## src/rtl/sys_array_pkg.sv

```systemverilog
`default_nettype none
// ============================================================================
//  Module      : sys_array_pkg
//  Description : Shared constants and helpers for the weight-stationary
//                systolic array processing element: default operand and
//                accumulator widths, operand extension fill and saturation
//                limit helpers.
//  Config      : SYS_ARRAY_SATURATE_EN (used by sys_array_mac)
//  Revision    : 1.0 - initial release
// ============================================================================
package sys_array_pkg;

    localparam int c_DATA_WIDTH_DEF = 8;
    localparam int c_ACC_WIDTH_DEF  = 2 * c_DATA_WIDTH_DEF;

    // Fill bit used when widening a value: replicated MSB when the operand is
    // two's-complement, zero otherwise.
    function automatic logic ext_fill(input logic msb, input logic is_signed);
        return is_signed & msb;
    endfunction

    // MSB of the saturation ceiling; all lower bits of the ceiling are 1.
    // Signed ceiling is 0111..1, unsigned ceiling is 1111..1.
    function automatic logic sat_max_msb(input logic is_signed);
        return ~is_signed;
    endfunction

    // MSB of the saturation floor; all lower bits of the floor are 0.
    // Signed floor is 1000..0, unsigned floor is 0000..0.
    function automatic logic sat_min_msb(input logic is_signed);
        return is_signed;
    endfunction

endpackage : sys_array_pkg
`default_nettype wire

```

## src/rtl/sys_array_mac.sv

```systemverilog
`default_nettype none
// ============================================================================
//  Module      : sys_array_mac
//  Description : Combinational multiply-accumulate for one array cell.
//                Product is 2*DATA_WIDTH wide, extended to ACC_WIDTH in the
//                selected signedness, then added to the incoming partial sum.
//  Config      : SYS_ARRAY_SATURATE_EN - clamp the sum instead of wrapping
//  Revision    : 1.0 - initial release
// ============================================================================
module sys_array_mac
    import sys_array_pkg::*;
#(
    parameter int DATA_WIDTH = c_DATA_WIDTH_DEF,
    parameter int ACC_WIDTH  = c_ACC_WIDTH_DEF
) (
    input  logic                  i_signed_mode,
    input  logic [DATA_WIDTH-1:0] i_act,
    input  logic [DATA_WIDTH-1:0] i_weight,
    input  logic [ACC_WIDTH-1:0]  i_psum,
    output logic [ACC_WIDTH-1:0]  o_psum
);

    localparam int c_PROD_W = 2 * DATA_WIDTH;

    logic [c_PROD_W-1:0]  w_act_ext;
    logic [c_PROD_W-1:0]  w_wgt_ext;
    logic [c_PROD_W-1:0]  w_prod;
    logic [ACC_WIDTH-1:0] w_prod_ext;

    // One multiplier serves both modes: operands are widened to the product
    // width in the requested signedness, so the low 2*DATA_WIDTH bits of the
    // product are correct for either interpretation.
    always_comb begin
        w_act_ext = {{DATA_WIDTH{ext_fill(i_act[DATA_WIDTH-1], i_signed_mode)}}, i_act};
        w_wgt_ext = {{DATA_WIDTH{ext_fill(i_weight[DATA_WIDTH-1], i_signed_mode)}}, i_weight};
        w_prod    = w_act_ext * w_wgt_ext;
    end

    generate
        if (ACC_WIDTH > c_PROD_W) begin : g_prod_ext
            assign w_prod_ext = {{(ACC_WIDTH - c_PROD_W){ext_fill(w_prod[c_PROD_W-1], i_signed_mode)}},
                                 w_prod};
        end else begin : g_prod_noext
            assign w_prod_ext = w_prod;
        end
    endgenerate

`ifdef SYS_ARRAY_SATURATE_EN
    logic [ACC_WIDTH:0] w_sum_full;
    logic               w_ovf;
    logic               w_neg;

    // Add at ACC_WIDTH+1 bits so overflow is visible, then clamp toward the
    // side the true result fell on.
    always_comb begin
        w_sum_full = {ext_fill(w_prod_ext[ACC_WIDTH-1], i_signed_mode), w_prod_ext}
                   + {ext_fill(i_psum[ACC_WIDTH-1], i_signed_mode), i_psum};
        if (i_signed_mode) begin
            w_ovf = w_sum_full[ACC_WIDTH] ^ w_sum_full[ACC_WIDTH-1];
        end else begin
            w_ovf = w_sum_full[ACC_WIDTH];
        end
        w_neg = i_signed_mode & w_sum_full[ACC_WIDTH];
        if (!w_ovf) begin
            o_psum = w_sum_full[ACC_WIDTH-1:0];
        end else if (w_neg) begin
            o_psum = {sat_min_msb(i_signed_mode), {(ACC_WIDTH-1){1'b0}}};
        end else begin
            o_psum = {sat_max_msb(i_signed_mode), {(ACC_WIDTH-1){1'b1}}};
        end
    end
`else
    // Modulo-2^ACC_WIDTH sum; signedness only matters for the extension.
    assign o_psum = w_prod_ext + i_psum;
`endif

endmodule : sys_array_mac
`default_nettype wire

```

## src/rtl/sys_array_pe.sv

```systemverilog
`default_nettype none
// ============================================================================
//  Module      : sys_array_pe
//  Description : Weight-stationary systolic array processing element with a
//                double-buffered weight (shadow loaded via a column daisy
//                chain, swapped into the active register), runtime
//                signed/unsigned MAC, valid tracking and parametrised
//                accumulator width. Compute latency is one cycle.
//  Config      : SYS_ARRAY_SATURATE_EN - saturating accumulate (in sys_array_mac)
//  Revision    : 1.0 - initial release
// ============================================================================
module sys_array_pe
    import sys_array_pkg::*;
#(
    parameter int DATA_WIDTH = c_DATA_WIDTH_DEF,
    parameter int ACC_WIDTH  = 2 * DATA_WIDTH
) (
    input  logic                  clk,
    input  logic                  reset_n,
    input  logic                  signed_mode,
    input  logic                  in_valid,
    input  logic [DATA_WIDTH-1:0] input_data,
    input  logic [ACC_WIDTH-1:0]  prop_data,
    input  logic                  weight_shift,
    input  logic [DATA_WIDTH-1:0] weight_in,
    input  logic                  weight_swap,
    output logic [ACC_WIDTH-1:0]  out_data,
    output logic                  out_valid,
    output logic [DATA_WIDTH-1:0] prop_param,
    output logic                  prop_valid,
    output logic [DATA_WIDTH-1:0] weight_out,
    output logic                  shadow_valid,
    output logic                  swap_err
);

    generate
        if (ACC_WIDTH < 2 * DATA_WIDTH) begin : g_acc_width_check
            $error("sys_array_pe: ACC_WIDTH must be >= 2*DATA_WIDTH");
        end
    endgenerate

    logic [DATA_WIDTH-1:0] r_shadow_q,       w_shadow_d;
    logic                  r_shadow_valid_q, w_shadow_valid_d;
    logic [DATA_WIDTH-1:0] r_active_q,       w_active_d;
    logic [ACC_WIDTH-1:0]  r_out_data_q,     w_out_data_d;
    logic                  r_out_valid_q,    w_out_valid_d;
    logic [DATA_WIDTH-1:0] r_prop_param_q,   w_prop_param_d;
    logic                  r_prop_valid_q,   w_prop_valid_d;
    logic                  r_swap_err_q,     w_swap_err_d;
    logic                  w_swap_ok;
    logic [ACC_WIDTH-1:0]  w_mac_sum;

    // The MAC always sees the pre-swap active weight; a swap in the same
    // cycle only takes effect for the next operation.
    sys_array_mac #(
        .DATA_WIDTH (DATA_WIDTH),
        .ACC_WIDTH  (ACC_WIDTH)
    ) u_mac (
        .i_signed_mode (signed_mode),
        .i_act         (input_data),
        .i_weight      (r_active_q),
        .i_psum        (prop_data),
        .o_psum        (w_mac_sum)
    );

    // Next-state for the weight buffers, swap error and the compute pipeline.
    always_comb begin
        w_swap_ok        = weight_swap & r_shadow_valid_q;
        w_active_d       = w_swap_ok ? r_shadow_q : r_active_q;
        w_shadow_d       = weight_shift ? weight_in : r_shadow_q;
        // A shift refills the shadow even when it is swapped out this cycle.
        w_shadow_valid_d = weight_shift ? 1'b1 : (w_swap_ok ? 1'b0 : r_shadow_valid_q);
        w_swap_err_d     = weight_swap & ~r_shadow_valid_q;
        w_out_data_d     = in_valid ? w_mac_sum  : r_out_data_q;
        w_prop_param_d   = in_valid ? input_data : r_prop_param_q;
        w_out_valid_d    = in_valid;
        w_prop_valid_d   = in_valid;
    end

    // State registers; reset discards weights and in-flight data.
    always_ff @(posedge clk) begin
        if (!reset_n) begin
            r_shadow_q       <= '0;
            r_shadow_valid_q <= 1'b0;
            r_active_q       <= '0;
            r_out_data_q     <= '0;
            r_out_valid_q    <= 1'b0;
            r_prop_param_q   <= '0;
            r_prop_valid_q   <= 1'b0;
            r_swap_err_q     <= 1'b0;
        end else begin
            r_shadow_q       <= w_shadow_d;
            r_shadow_valid_q <= w_shadow_valid_d;
            r_active_q       <= w_active_d;
            r_out_data_q     <= w_out_data_d;
            r_out_valid_q    <= w_out_valid_d;
            r_prop_param_q   <= w_prop_param_d;
            r_prop_valid_q   <= w_prop_valid_d;
            r_swap_err_q     <= w_swap_err_d;
        end
    end

    assign out_data     = r_out_data_q;
    assign out_valid    = r_out_valid_q;
    assign prop_param   = r_prop_param_q;
    assign prop_valid   = r_prop_valid_q;
    assign weight_out   = r_shadow_q;
    assign shadow_valid = r_shadow_valid_q;
    assign swap_err     = r_swap_err_q;

endmodule : sys_array_pe
`default_nettype wire

```

## config.mk

```make
export PLATFORM = sky130hd
export DESIGN_NAME = sys_array_pe
export DESIGN_NICKNAME = d
export VERILOG_FILES = /design/src/rtl/sys_array_pkg.sv /design/src/rtl/sys_array_mac.sv /design/src/rtl/sys_array_pe.sv
export SDC_FILE = /design/constraint.sdc
export NUM_CORES = 1
export LEC_CHECK = 0
export CAP_MARGIN = 15
export CELL_PAD_IN_SITES_DETAIL_PLACEMENT = 0
export CELL_PAD_IN_SITES_GLOBAL_PLACEMENT = 1
export CORE_MARGIN = 2
export CORE_UTILIZATION = 43
export CTS_CLUSTER_DIAMETER = 60
export DETAILED_ROUTE_END_ITERATION = 8
export PLACE_DENSITY_LB_ADDON = 0.1
export SYNTH_ARGS = -nofsm -noshare
export SYNTH_HDL_FRONTEND = slang
export SYNTH_SLANG_ARGS = --single-unit
```

## constraint.sdc

```tcl
create_clock -name clk -period 6.6 [get_ports clk]
set_clock_uncertainty 0.1 [all_clocks]
set_input_delay 0.99 -clock clk [delete_from_list [all_inputs] [get_ports clk]]
set_output_delay 0.99 -clock clk [all_outputs]
set_load 0.02 [all_outputs]
```

==> metrics.md, run 1 <==
| Metric | Value |
|---|---|
| Hold_buf cts | `0` |
| Warnings from Yosys | `0` |
| Final GP Congestion | `0.812` |
| Max-Cap Viols | `0` |
| Ys async rst share | `0` |
| Via Count | `3634` |
| CTS Buffer Depth | `2` |
| Remaining Overflow, GRT | `0` |
| Critical Path RT | `6.71 ns` |
| Layout area overhead | `21.1%` |
| Diodes inserted | `0` |
| Clk sink count | `43` |
| Vias/cell | `4.85` |
| Final non-filler cell area | `5970 um^2` |
| Die footprint | `12300 um^2` |
| Post-CTS setup buffer count | `0` |
| Post-synthesis cell type count | `43` |
| Clock share of power | `0.345` |
| Cts bufs inserted | `5` |
| Critical path peak fanout | `7` |
| Min Tclk post-route | `5.96 ns` |
| Sw Pwr | `0.000242 W` |
| Register Area | `861 um^2` |
| Drt wl/cell | `15.3 um` |
| Reg clk slew, reported paths | `0.06 ns` |
| Syn_nets | `697` |
| Layout cells sized above 1 | `0.0446` |
| Register share of total power | `0.360` |
| GRT met1 Usage | `0.275` |
| Critical path capture point type | `flip-flop` |
| CTS tree | `built` |
| Outcome | `completed` |
| Placed Area | `5800 um^2` |
| First-pass GRT wire length | `19700 um` |
| Setup crit start kind | `input pin` |
| Setup CP Type | `input pin to flip-flop` |
| Port Buffers | `73` |
| Fin. Hold Viols | `0` |
| # setup viols final | `0` |
| Critical R2R Capture | `out_data[11]` |
| R2R setup slack | `1.36 ns` |
| M2 GR Usage | `0.334` |
| Critical Path Source | `input_data[7]` |
| PD cells | `136 nW/um^2` |
| Core area | `11300 um^2` |
| Antenna Nets Post-Route | `0` |
| Met3 GRT Util | `0.0328` |
| Sw frac | `0.298` |
| Area leader, netlist | `fa_1` |
| Internal Dissipation | `0.000570 W` |
| Simple-gate area share of the yosys netlist | `0.154` |
| Critical Path AT | `6.07 ns` |
| Fin Hold WS | `0.391 ns` |
| Busiest grt layer | `met2` |
| Post-synthesis mux area share | `0.0447` |
| Worst r2r src | `r_active_q[0]` |
| Gate power share | `0.294` |
| Synth Area in XOR/XNOR | `0.0302` |
| Worst skew pair latency | `0.28 ns` |
| Pleak | `2.94 nW` |
| Max VDD drop | `0.123 mV` |
| Fmax | `168 MHz` |
| Syn Inst Count | `542` |
| Die Y | `111 um` |
| DRC viols | `0` |
| Adder-cell share of the synthesized area | `0.410` |
| Worst Tran Pin Value | `0.581 ns` |
| Yosys reg bits | `43` |
| Slew Limit Fails | `0` |
| WL final | `11500 um` |
| Initial antenna violation count | `0` |
| # IOs | `74` |
| Setup TNS Final | `0 ns` |
| Area of the multi-input gates | `3550 um^2` |
| Die X-Extent | `111 um` |
| Final period util | `0.902` |
| Pin count of the biggest net entering global routing | `43` |
| Clock root buffer | `clkbuf_16` |
| H-tree levels | `2` |
| Starting Density | `0.437` |
| Sequential fraction of the synthesis area | `0.175` |
| Slew headroom | `0.612` |
| Area of the mapped netlist | `4920 um^2` |
| Fin cells | `749` |
| Top area cells in the synthesized netlist | `fa_1, dfxtp_1, ha_1` |
| Avg Cell Area, Syn | `9.09 um^2` |
| Predominant post-synthesis flop cell | `dfxtp_1` |
| Final HPWL DP | `9460 um` |
| CP Capture Point | `out_data[15]` |
| GRT Resource Usage Total | `0.199` |
| Nets | `760` |
| # resized after CTS | `0` |
| Post-synth EDFFs | `0` |
| Post-synthesis compound-gate area fraction | `0.0821` |
| Vias in the first global route | `4014` |
| Synth top area share | `0.301` |
| Unrepaired setup endpoints after global routing | `false` |
| Main combinational cell family by area after synthesis | `adder cells` |
| Rows | `39` |
| Iteration-0 DRC Markers | `121` |
| Drt first pass iters | `4` |
| FF-to-FF path depth | `18` |
| Filler cells | `1102` |
| Placed cell count | `741` |
| Hold/Removal Path Class | `flip-flop to flip-flop` |
-- registers in the layout, summed over array words and instances, names as in the netlist --
| name | count |
|---|---|
| shadow_valid | 1 |
| weight_out | 8 |
| prop_valid | 1 |
| out_data | 16 |
| swap_err | 1 |
| prop_param | 8 |
| r_active_q | 8 |
-- layout by cell type (no fill, tap or decap), types with 11 or more instances in the layout --
cell type,n
and2_1,30
clkdlybuf4s50_1,73
dfxtp_1,43
fa_1,74
ha_1,43
inv_1,109
mux2i_1,22
nand2_1,64
nand3_1,11
nor2_1,11
nor2b_1,24
xnor2_1,12
-- synthesized netlist by cell type (2+ instances only) --
cell	number
fa_1	74
o211ai_1	3
xnor2_1	12
o21a_1	3
nor2b_1	24
or2_2	2
nand3b_1	3
mux2i_1	22
dfxtp_1	43
o21ai_0	9
nand2_1	64
o211a_1	2
buf_2	3
clkbuf_1	22
a21o_1	5
xor2_1	5
a21oi_1	5
and2_1	30
a211oi_1	3
and3_1	2
inv_1	109
o21ai_2	2
o21ai_1	2
o22ai_1	2
ha_1	43
nor2_1	11
a22oi_1	2
a21boi_0	9
nand3_1	11
a211oi_2	2
-- cell type report --
class / instances / share of cell area
multi-input combinational: 364 / 0.595
sequential: 43 / 0.144
timing repair buffer: 82 / 0.134
inverter: 109 / 0.0686
tap: 143 / 0.0300
clock buffer: 5 / 0.0210
clock inverter: 3 / 0.00734
-- worst max-delay path, cell delays in order --
cell and delay, ns:
clkdlybuf4s50_1 0.56, and2_1 0.24, nand2_1 0.16, fa_1 0.65
inv_1 0.14, fa_1 0.48, fa_1 0.50, fa_1 0.50
inv_1 0.05, fa_1 0.48, inv_1 0.04, ha_1 0.33
a21o_1 0.17, a21o_1 0.19, o2111ai_1 0.19, o21ai_0 0.14
xnor2_1 0.14, o21ai_0 0.13
-- worst min path at each step --
stage                            start            to  slack, ns  depth (start not counted)
after floorplan           out_data[15]  out_data[15]       0.43                          2
after global placement    out_data[10]  out_data[10]       0.35                          2
after detailed placement  out_data[10]  out_data[10]       0.37                          2
after CTS                 out_data[11]  out_data[11]       0.39                          2
after global routing      out_data[12]  out_data[12]       0.42                          2
final                     out_data[11]  out_data[11]       0.39                          2
-- layer usage --
metal  wire length, um  up-vias
li1                  -     1790
met1              5490     1763
met2              5430       71
met3               451       10
met4               110        0
met5                 0        -
-- logic make-up (layout without fill, tap and decap cells) --
kind of cell	count (synthesis)	count (layout)
fa+ha+maj	117	117
buf+inv	135	199
flops	43	43
compound gates	56	56
xor+xnor	17	17
simple gates	152	152
mux	22	22
-- through the flow --
stage	power, W	setup WS, ns	util
final	0.000812	0.644	0.529
after global routing	0.000861	0.374	0.529
after CTS	0.000824	0.623	0.529
after detailed placement	0.000540	0.316	0.514
after global placement	0.000538	0.409	0.514
after floorplan	0.000441	1.13	-
-- power groups by stage --
stage	clock network (W)	registers (W)	logic, W
2_1_floorplan	0	0.000313	0.000128
3_3_place_gp	0	0.000298	0.000239
3_5_place_dp	0	0.000299	0.000242
4_1_cts	0.000287	0.000293	0.000243
5_1_grt	0.000299	0.000295	0.000266
6_report	0.000281	0.000293	0.000239
(Power assumes the default switching activity.)
==> run 2: changes to the inputs <==
- CAP_MARGIN: 15 -> 20
==> results of run 2 <==
No change in the layout: final DEF, timing and power equal those of run 1.
